**src/rtl/seg_scan_pkg.sv**
```systemverilog
// Shared types and index helpers for the seven-segment anode scanner.
// Anode vectors are built at a fixed maximum width and sized down by the caller.
package seg_scan_pkg;

    localparam int MAX_DIGITS = 32;
    localparam logic [MAX_DIGITS-1:0] ANODE_OFF = '1;

    typedef enum logic {
        S_GUARD = 1'b0,
        S_DRIVE = 1'b1
    } slot_state_t;

    // Active-low one-hot anode pattern; bits at or above n stay high.
    function automatic logic [MAX_DIGITS-1:0] onehot_low(input int idx, input int n);
        logic [MAX_DIGITS-1:0] v;
        v = ~(MAX_DIGITS'(1) << idx);
        v = v | ~((MAX_DIGITS'(1) << n) - MAX_DIGITS'(1));
        return v & ANODE_OFF;
    endfunction

    function automatic int nib_lsb(input int s, input int d, input int n_digits);
        return (s * n_digits + d) * 4;
    endfunction

    function automatic int flag_bit(input int s, input int d, input int n_digits);
        return s * n_digits + d;
    endfunction

endpackage

```
**src/rtl/clk_en_div.sv**
```systemverilog
// Free-running divider producing a one-cycle enable every DIV clocks.
module clk_en_div #(
    parameter int DIV = 100000
) (
    input  logic clk,
    input  logic rst,
    output logic o_tick
);

    localparam int CW = (DIV > 1) ? $clog2(DIV) : 1;

    logic [CW-1:0] r_cnt;
    logic          w_last;

    assign w_last = (r_cnt == CW'(DIV - 1));
    assign o_tick = w_last;

    always_ff @(posedge clk or posedge rst) begin
        if (rst) begin
            r_cnt <= '0;
        end else if (w_last) begin
            r_cnt <= '0;
        end else begin
            r_cnt <= r_cnt + 1'b1;
        end
    end

endmodule

```
**src/rtl/seg_scan_mux.sv**
```systemverilog
// N-digit seven-segment anode scanner with guard gap, frame-aligned source
// switching, per-digit blanking and blink.
module seg_scan_mux
    import seg_scan_pkg::*;
#(
    parameter int N_DIGITS     = 4,
    parameter int N_SRC        = 4,
    parameter int DIV          = 100000,
    parameter int GUARD        = 2,
    parameter int BLINK_FRAMES = 64
) (
    input  logic                          clk,
    input  logic                          rst,
    input  logic [$clog2(N_SRC+1)-1:0]    i_src_sel,
    input  logic [N_SRC*N_DIGITS*4-1:0]   i_src_data,
    input  logic [N_SRC*N_DIGITS-1:0]     i_src_other,
    input  logic [N_DIGITS-1:0]           i_blank_mask,
    input  logic [N_DIGITS-1:0]           i_blink_mask,
    input  logic                          i_blink_en,
    output logic [N_DIGITS-1:0]           o_an,
    output logic [3:0]                    o_num,
    output logic                          o_other,
    output logic [$clog2(N_DIGITS)-1:0]   o_digit_idx,
    output logic                          o_frame_start
);

    localparam int IDX_W = $clog2(N_DIGITS);
    localparam int SEL_W = $clog2(N_SRC + 1);
    localparam int SRC_W = $clog2(N_SRC);
    localparam int GC_W  = (GUARD > 1) ? $clog2(GUARD) : 1;
    localparam int FC_W  = (BLINK_FRAMES > 1) ? $clog2(BLINK_FRAMES) : 1;

    genvar gi, gj;

    logic [3:0] w_nib  [N_SRC][N_DIGITS];
    logic       w_flag [N_SRC][N_DIGITS];

    generate
        for (gi = 0; gi < N_SRC; gi++) begin : g_src
            for (gj = 0; gj < N_DIGITS; gj++) begin : g_dig
                assign w_nib[gi][gj]  = i_src_data[nib_lsb(gi, gj, N_DIGITS) +: 4];
                assign w_flag[gi][gj] = i_src_other[flag_bit(gi, gj, N_DIGITS)];
            end
        end
    endgenerate

    slot_state_t          r_state, w_state_next;
    logic [GC_W-1:0]      r_gcnt, w_gcnt_next;
    logic [N_DIGITS-1:0]  r_an, w_an_next;
    logic [IDX_W-1:0]     r_digit_idx, w_idx_next;
    logic [3:0]           r_num, w_num_next;
    logic                 r_other, w_other_next;
    logic                 r_fs, w_fs_next;
    logic [SRC_W-1:0]     r_src, w_src_next;
    logic                 r_started, w_started_next;
    logic [FC_W-1:0]      r_fcnt, w_fcnt_next;
    logic                 r_phase, w_phase_next;

    logic                 w_tick;
    logic [IDX_W-1:0]     w_next_idx;
    logic                 w_frame;
    logic                 w_sel_valid;
    logic [SRC_W-1:0]     w_src_eff;

    clk_en_div #(.DIV(DIV)) u_div (
        .clk    (clk),
        .rst    (rst),
        .o_tick (w_tick)
    );

    // The very first tick after reset lands on digit 0 rather than advancing.
    assign w_next_idx  = !r_started ? '0 :
                         (r_digit_idx == IDX_W'(N_DIGITS - 1)) ? '0 : r_digit_idx + 1'b1;
    assign w_frame     = w_tick && (w_next_idx == '0);
    assign w_sel_valid = ({1'b0, i_src_sel} < (SEL_W + 1)'(N_SRC));
    assign w_src_eff   = (w_frame && w_sel_valid) ? i_src_sel[SRC_W-1:0] : r_src;

    function automatic logic [N_DIGITS-1:0] anode_for(
        input logic [IDX_W-1:0]    d,
        input logic                ph,
        input logic [N_DIGITS-1:0] blank,
        input logic [N_DIGITS-1:0] blink,
        input logic                blink_en
    );
        logic dark;
        dark = blank[d] | (blink_en & ph & blink[d]);
        return dark ? '1 : N_DIGITS'(onehot_low(int'(d), N_DIGITS));
    endfunction

    always_comb begin
        w_state_next   = r_state;
        w_gcnt_next    = r_gcnt;
        w_an_next      = r_an;
        w_idx_next     = r_digit_idx;
        w_num_next     = r_num;
        w_other_next   = r_other;
        w_fs_next      = 1'b0;
        w_src_next     = r_src;
        w_started_next = r_started;
        w_fcnt_next    = r_fcnt;
        w_phase_next   = r_phase;

        if (w_tick) begin
            w_started_next = 1'b1;
            w_idx_next     = w_next_idx;
            w_src_next     = w_src_eff;
            w_num_next     = w_nib[w_src_eff][w_next_idx];
            w_other_next   = w_flag[w_src_eff][w_next_idx];
            if (w_frame) begin
                w_fs_next = 1'b1;
                if (r_fcnt == FC_W'(BLINK_FRAMES - 1)) begin
                    w_fcnt_next  = '0;
                    w_phase_next = ~r_phase;
                end else begin
                    w_fcnt_next = r_fcnt + 1'b1;
                end
            end
            if (GUARD == 0) begin
                w_state_next = S_DRIVE;
                w_an_next    = anode_for(w_next_idx, w_phase_next, i_blank_mask,
                                         i_blink_mask, i_blink_en);
            end else begin
                w_state_next = S_GUARD;
                w_gcnt_next  = '0;
                w_an_next    = '1;
            end
        end else if (r_state == S_GUARD) begin
            // Masks are sampled only here, so a slot never changes mid-way.
            if (r_gcnt == GC_W'(GUARD - 1)) begin
                w_state_next = S_DRIVE;
                w_an_next    = anode_for(r_digit_idx, r_phase, i_blank_mask,
                                         i_blink_mask, i_blink_en);
            end else begin
                w_gcnt_next = r_gcnt + 1'b1;
            end
        end
    end

    // Reset parks in S_DRIVE with all anodes off until the first tick.
    always_ff @(posedge clk or posedge rst) begin
        if (rst) begin
            r_state     <= S_DRIVE;
            r_gcnt      <= '0;
            r_an        <= '1;
            r_digit_idx <= '0;
            r_num       <= '0;
            r_other     <= 1'b0;
            r_fs        <= 1'b0;
            r_src       <= '0;
            r_started   <= 1'b0;
            r_fcnt      <= '0;
            r_phase     <= 1'b0;
        end else begin
            r_state     <= w_state_next;
            r_gcnt      <= w_gcnt_next;
            r_an        <= w_an_next;
            r_digit_idx <= w_idx_next;
            r_num       <= w_num_next;
            r_other     <= w_other_next;
            r_fs        <= w_fs_next;
            r_src       <= w_src_next;
            r_started   <= w_started_next;
            r_fcnt      <= w_fcnt_next;
            r_phase     <= w_phase_next;
        end
    end

    assign o_an          = r_an;
    assign o_num         = r_num;
    assign o_other       = r_other;
    assign o_digit_idx   = r_digit_idx;
    assign o_frame_start = r_fs;

endmodule

```
**config.mk**
```make
export PLATFORM = sky130hd
export DESIGN_NAME = seg_scan_mux
export DESIGN_NICKNAME = d
export VERILOG_FILES = /design/src/rtl/seg_scan_pkg.sv /design/src/rtl/clk_en_div.sv /design/src/rtl/seg_scan_mux.sv
export SDC_FILE = /design/constraint.sdc
export NUM_CORES = 1
export LEC_CHECK = 0
export CORE_ASPECT_RATIO = 1.1
export CORE_MARGIN = 2
export CORE_UTILIZATION = 44
export DETAILED_ROUTE_END_ITERATION = 6
export GPL_TIMING_DRIVEN = 0
export PLACE_DENSITY_LB_ADDON = 0.05
export RECOVER_POWER = 100
export SETUP_SLACK_MARGIN = 0.05
export SYNTH_ARGS = -nofsm -noshare
export SYNTH_HDL_FRONTEND = slang
export SYNTH_SLANG_ARGS = --single-unit
```
**constraint.sdc**
```tcl
create_clock -name clk -period 3.4 [get_ports clk]
set_clock_uncertainty 0.15 [all_clocks]
set_input_delay 0.68 -clock clk [delete_from_list [all_inputs] [get_ports clk]]
set_output_delay 0.68 -clock clk [all_outputs]
set_load 0.005 [all_outputs]
```
### After elaboration in Yosys (flattened, before gate mapping)

Cells that the tools add are included.

| word-level totals | value |
|---|---|
| register bits after elaboration | 41 |
| bits of input ports | 94 |
| output and inout bits | 12 |
| word-level logic and storage cells | 72 |

| cells by class | value |
|---|---|
| add/subtract/negate cells | 4 |
| order comparisons | 4 |
| equality and inequality tests | 4 |
| shifts and indexed selects | 1 |
| multiplexer cells | 33 |
| bitwise gates (word level) | 7 |
| reduce and logical (&&, ||, !) cells | 7 |

Operator list:

| cell | number |
|---|---|
| 16-bit binary-select mux with 2-bit select | 1 |
| 16-bit 2-to-1 mux | 2 |
| 4-bit 2-to-1 mux | 8 |
| 17-bit by 1-bit adder with 17-bit output (second input constant) | 1 |
| 17-bit equality test (second input constant) | 1 |
| 17-bit 2-to-1 mux | 1 |
| 4-bit binary-select mux with 2-bit select | 2 |
| 1-bit 2-to-1 mux | 12 |
| 6-bit by 1-bit adder with 6-bit output (second input constant) | 1 |
| 1-bit binary-select mux with 2-bit select | 3 |
| 6-bit equality test (second input constant) | 1 |
| 3-bit greater-or-equal comparator (second input constant) | 2 |
| 2-bit 2-to-1 mux | 3 |
| 6-bit 2-to-1 mux | 1 |
| 2-bit inverter with 3-bit output | 2 |
| 4-bit inverter | 1 |
| 2-bit AND reduction | 2 |
| 1-bit by 2-bit << shifter with 4-bit output (first input constant) | 1 |
| 2-bit by 3-bit < comparator with 1-bit output (second input constant) | 1 |
| 3-bit < comparator (second input constant) | 1 |
| 3-bit AND reduction | 1 |
| 2-bit by 1-bit adder with 2-bit output (second input constant) | 1 |
| 1-bit AND | 2 |
| 2-bit equality test (second input constant) | 1 |
| other kinds (7) | 8 |

### Depth between registers and ports, before layout

Gate-level depths: netlist of the first run.

| logic depth | value |
|---|---|
| depth after elaboration | 14 |
| mapped depth | 10 |
| mapped depth without buffers | 9 |

### By module

Synthesis of the first run repeated with hierarchy kept, for this count alone.

| second synthesis, totals | value |
|---|---|
| cell total of the unflattened synthesis | 302 |
| area total of the unflattened synthesis | 2813.9 sq um |

Modules (own cells, without submodules):

| module | instances | cells each | area an instance (sq um) | seq. area each (sq um) |
|---|---|---|---|---|
| seg_scan_mux | 1 | 227 | 1988.2 | 606.8 |
| clk_en_div | 1 | 75 | 825.8 | 425.4 |

### Least setup slack after synthesis of the first run

OpenSTA, ideal clock, no wires.

| timing path | value |
|---|---|
| path kind | register -> register |
| start | reg r_digit_idx[0], in the netlist o_digit_idx[0] |
| end | reg r_num[1], in the netlist o_num[1] |
| setup time | 0.082 ns |
| arrival time | 2.298 ns |
| data required time | 3.168 ns |
| slack | 0.870 ns |
| stages on the path, launching flop included | 11 |
| buffers on the path | 1 |
| clock period less this slack | 2.530 ns |
| cell sequence | dfrtp_1 > inv_1 > ha_1 > o21ba_2 > o21ai_0 > o21ai_2 > nand2_4 > buf_6 > mux2i_1 > o221a_1 > a31oi_1 |

| between the ends | value |
|---|---|
| word-level cells in the longest chain between the ends | 14 |
| elaborated cells between the ends (all ways) | 16 |
| those cells by class | add/sub (1); eq/ne (1); mux (9); bitwise (2); reduce/logical (3) |

Ends and longest elaborated chain:

| element | line | text |
|---|---|---|
| from (decl) | seg_scan_mux.sv:50 | `logic [IDX_W-1:0] r_digit_idx, w_idx_next;` |
| from (signal assigned) | seg_scan_mux.sv:157 | `r_digit_idx <= w_idx_next;` |
| 2-bit by 1-bit adder with 2-bit output or 2-bit equality test (tied branches) | seg_scan_mux.sv:73 | `(r_digit_idx == IDX_W'(N_DIGITS - 1)) ? '0 : r_digit_idx + 1'b1;` |
| 2-bit 2-to-1 mux * | seg_scan_mux.sv:73 |  |
| 2-bit 2-to-1 mux * | seg_scan_mux.sv:72 | `assign w_next_idx = !r_started ? '0 :` |
| 2-bit zero test | seg_scan_mux.sv:74 | `assign w_frame = w_tick && (w_next_idx == '0);` |
| 1-bit logical AND | seg_scan_mux.sv:74 |  |
| 1-bit logical AND | seg_scan_mux.sv:76 | `assign w_src_eff = (w_frame && w_sel_valid) ? i_src_sel[SRC_W-1:0] : r_src;` |
| 2-bit 2-to-1 mux | seg_scan_mux.sv:76 |  |
| 2-bit inverter with 3-bit output (implied by the code) | seg_scan_mux.sv:107 | `w_num_next = w_nib[w_src_eff][w_next_idx];` |
| 16-bit binary-select mux with 2-bit select | seg_scan_mux.sv:107 |  |
| 16-bit 2-to-1 mux (implied by the code) (2 in series) | seg_scan_mux.sv:107 |  |
| 4-bit binary-select mux with 2-bit select * | seg_scan_mux.sv:107 |  |
| 4-bit 2-to-1 mux (implied by the code) * (2 in series) | seg_scan_mux.sv:107 |  |
| to (signal assigned) | seg_scan_mux.sv:158 | `r_num <= w_num_next;` |
| to (decl) | seg_scan_mux.sv:51 | `logic [3:0] r_num, w_num_next;` |

Every way passes the cells marked *; elsewhere a longest branch is shown, timed or not. The select of a mux whose other input is x is not followed.
A chain may end at the register's enable or synchronous reset.

### Worst setup path after layout of the first run

| timing path | value |
|---|---|
| start | reg r_digit_idx[0], in the netlist o_digit_idx[0] |
| end | reg r_num[0], in the netlist o_num[0] |

Same word-level chain as after synthesis.

==> impl_metrics.json, run 1 <==
{
  "status": "finished with violations",
  "violations": "max-capacitance violations, max-slew violations",
  "hold_viol_final": 0,
  "overflow": 0,
  "die-area_um2": 6700,
  "crit_fanout": 10,
  "hold_path.class": "reg -> reg",
  "avgViaCountPerCell": 5.48,
  "required_ns": 3.47,
  "placed_cell_area_um2": 3810,
  "ys_seq_elements": 41,
  "synth_top_cell_by_area": "dfrtp_1",
  "htree_num_levels": 2,
  "intPower_w": 0.000816,
  "dp_cells": 453,
  "synth_top_family_by_area": "compound AO/OA/AOI/OAI gates",
  "yosys.area_share.simple": 0.179,
  "grt_util_met3": 0.0484,
  "final_area_um2": 3920,
  "drtPass1Iterations": 4,
  "grt.busiest_layer": "met2",
  "cts_setup_buffers": 0,
  "portBuffers": 105,
  "muxShareOfSynthArea": 0.109,
  "power_density_nw_per_um2": 262,
  "synth_xor_area_frac": 0.0591,
  "critical_path_class": "reg -> reg",
  "synth_adder_area_share": 0.0282,
  "grt_max_degree": 42,
  "p_leak_nw": 1.57,
  "grtUsageTotal": 0.234,
  "clock_latency_ns": 0.29,
  "worstPathArrival_ns": 3.08,
  "cts-resized-gates": 0,
  "synth_commonest_cells": "dfrtp_1, nor2_1, o21ai_0",
  "rsz0062_at_grt": "no",
  "ir_drop_mv": 0.386,
  "antenna_found_initial": 0,
  "start_util": 0.459,
  "setup_ws_ns": 0.385,
  "via_count": 2526,
  "p_sw_w": 0.000213,
  "cts_sinks": 41,
  "ctsHoldBuffers": 0,
  "dieHeight_um": 85.6,
  "synth_compound_area_frac": 0.187,
  "io_pins": 106,
  "wirelength_um": 7580,
  "wire_per_inst_um": 16.5,
  "ys_seq_area_frac": 0.387,
  "num_rows": 29,
  "power_frac_clock": 0.383,
  "synth-main-ff-cell": "dfrtp_1",
  "design.core.area_um2": 5810,
  "die_w_um": 78.2,
  "place.gp.congestion": 0.808,
  "drive_above_1_share": 0.107,
  "dp_hpwl_um": 5950,
  "dp_slack_ns": 0.454,
  "nets": 483,
  "synth_top_area_share": 0.338,
  "antenna_cells": 0,
  "yosysWarnings": 0,
  "fmax_mhz": 332,
  "netlist_area_um2": 2670,
  "yosysMostFrequentCell": "dfrtp_1",
  "critPathCaptureType": "register",
  "clk_pin_slew_ns": 0.09,
  "cap_violations": 1,
  "synth_fp_nets": 371,
  "synth-async-reset-ratio": 1.00,
  "grt_pass1_wl_um": 12400,
  "finalMaxSlewViolations": 42,
  "syn_to_final_growth_pct": 47.2,
  "met2_usage": 0.404,
  "root_buffer": "clkbuf_8",
  "swShare": 0.207,
  "stdcell_count": 461,
  "drt-initial-drc-count": 120,
  "syn_inst": 271,
  "syn_area_per_cell_um2": 9.84,
  "fin_tns_setup_ns": 0,
  "cts_buffers": 5,
  "yosysUniqueCellTypes": 48,
  "slew_headroom": -0.0220,
  "finalCritPeriodShare": 0.887,
  "drcViolationCount": 0,
  "clockBufferDepth": 2,
  "grt_use_met1": 0.301,
  "grt_pass1_vias": 2530,
  "synth_edf_count": 0,
  "power_w": 0.00103,
  "worst_pin_slew_ns": 1.53,
  "power_frac_seq": 0.475,
  "fin_crit_ns": 3.02,
  "setup_viol_count_final": 0,
  "power_frac_comb": 0.141,
  "start_kind": "register",
  "synthTopCellsByArea": "dfrtp_1, dfstp_2, o2111ai_1",
  "cts_tree": "built",
  "final_antenna_net_count": 0
}
==> worst max-delay path: stages (launching register included) <==
cell,delay [ns]
dfrtp_1,0.53
inv_1,0.13
ha_1,0.40
o21ba_2,0.26
o21ai_0,0.12
o21ai_2,0.34
nand2_4,0.17
clkbuf_2,0.23
o2111ai_1,0.23
o2111ai_1,0.20
a31oi_1,0.17
==> sequential cells by signal, indices dropped and copies added (netlist names) <==
signal / count
o_other: 1
o_digit_idx: 2
r_started: 1
r_gcnt: 1
r_phase: 1
r_src: 2
o_an: 4
u_div.r_cnt: 17
r_fcnt: 6
r_state: 1
o_frame_start: 1
o_num: 4
==> logic make-up after synthesis <==
kind of cell	Yosys count
buf+inv	30
flops	41
xor+xnor	18
fa+ha+maj	6
mux	21
simple gates	85
compound gates	70
==> power by group through the flow <==
stage               sequential (W)  combinational [W]  clock (W)
floorplan                 0.000498          0.0000299          0
global placement          0.000498           0.000145          0
detailed placement        0.000498           0.000147          0
CTS                       0.000489           0.000148   0.000407
global route              0.000489           0.000157   0.000426
finish                    0.000489           0.000146   0.000395
==> cells in the final DEF, fill, tap and decap left out, types with 3 or more instances in the layout <==
master / count
mux4_2: 5
ha_1: 6
nand3_1: 15
mux2_2: 5
a31oi_1: 7
and3_1: 7
xnor2_1: 11
dlygate4sd3_1: 13
o221a_1: 4
nand2_1: 16
mux2i_1: 10
clkbuf_1: 5
inv_1: 17
dfrtp_1: 36
clkbuf_8: 5
a21oi_1: 7
nand4_1: 7
and4_1: 3
dfstp_2: 5
o21ai_0: 22
o2111ai_1: 15
nor2_1: 22
a311oi_1: 3
xor2_1: 7
o211ai_1: 5
clkdlybuf4s50_1: 92
==> metrics by stage <==
step	utilization	hold slack, ns
final	0.676	0.321
after global routing	0.676	0.348
after CTS	0.677	0.324
after detailed placement	0.657	0.309
after global placement	0.657	0.306
after floorplan	-	0.289
==> final timing paths <==
| check | start | to | slack, ns | cells after the start |
|---|---|---|---|---|
| worst max-delay path | o_digit_idx[0]$_DFFE_PP0N_ | o_num[0]$_DFFE_PP0N_ | 0.38 | 10 |
| worst min-delay path | r_fcnt[4]$_DFFE_PP0P_ | r_fcnt[4]$_DFFE_PP0P_ | 0.32 | 1 |
| worst max register to register | o_digit_idx[0]$_DFFE_PP0N_ | o_num[0]$_DFFE_PP0N_ | 0.38 | 10 |
| worst min register to register | r_fcnt[4]$_DFFE_PP0P_ | r_fcnt[4]$_DFFE_PP0P_ | 0.32 | 1 |
| max in group asynchronous | rst | r_gcnt$_DFFE_PP0P_ | 1.07 | 2 |
| min in group asynchronous | rst | u_div.r_cnt[2]$_DFF_PP0_ | 1.14 | 2 |
==> per-layer routing <==
layer / vias up / wire length, um / share of wire
li1: 1237 / - / -
met1: 1193 / 3340 / 0.44
met2: 90 / 3610 / 0.48
met3: 6 / 553 / 0.073
met4: 0 / 83 / 0.011
met5: - / 0 / 0
==> final cells by class <==
| cell class | instances | area [um^2] |
|---|---|---|
| clock buffer | 5 | 68.8 |
| inverter | 19 | 71.3 |
| sequential | 41 | 1030 |
| clock inverter | 3 | 46.3 |
| tap | 77 | 96.3 |
| fill | 478 | 1880 |
| buffer | 11 | 62.6 |
| timing repair buffer | 105 | 1050 |
| multi-input combinational | 200 | 1500 |
Power figures use the tool's default switching activity.
==> inputs of run 2 (changes only) <==
--- a/config.mk
+++ b/config.mk
@@ -13,6 +13,7 @@
 export PLACE_DENSITY_LB_ADDON = 0.05
 export RECOVER_POWER = 100
 export SETUP_SLACK_MARGIN = 0.05
+export SKIP_CTS_REPAIR_TIMING = 1
 export SYNTH_ARGS = -nofsm -noshare
 export SYNTH_HDL_FRONTEND = slang
 export SYNTH_SLANG_ARGS = --single-unit
==> results of run 2 <==
Final layout, timing and power as in run 1 (identical DEF).
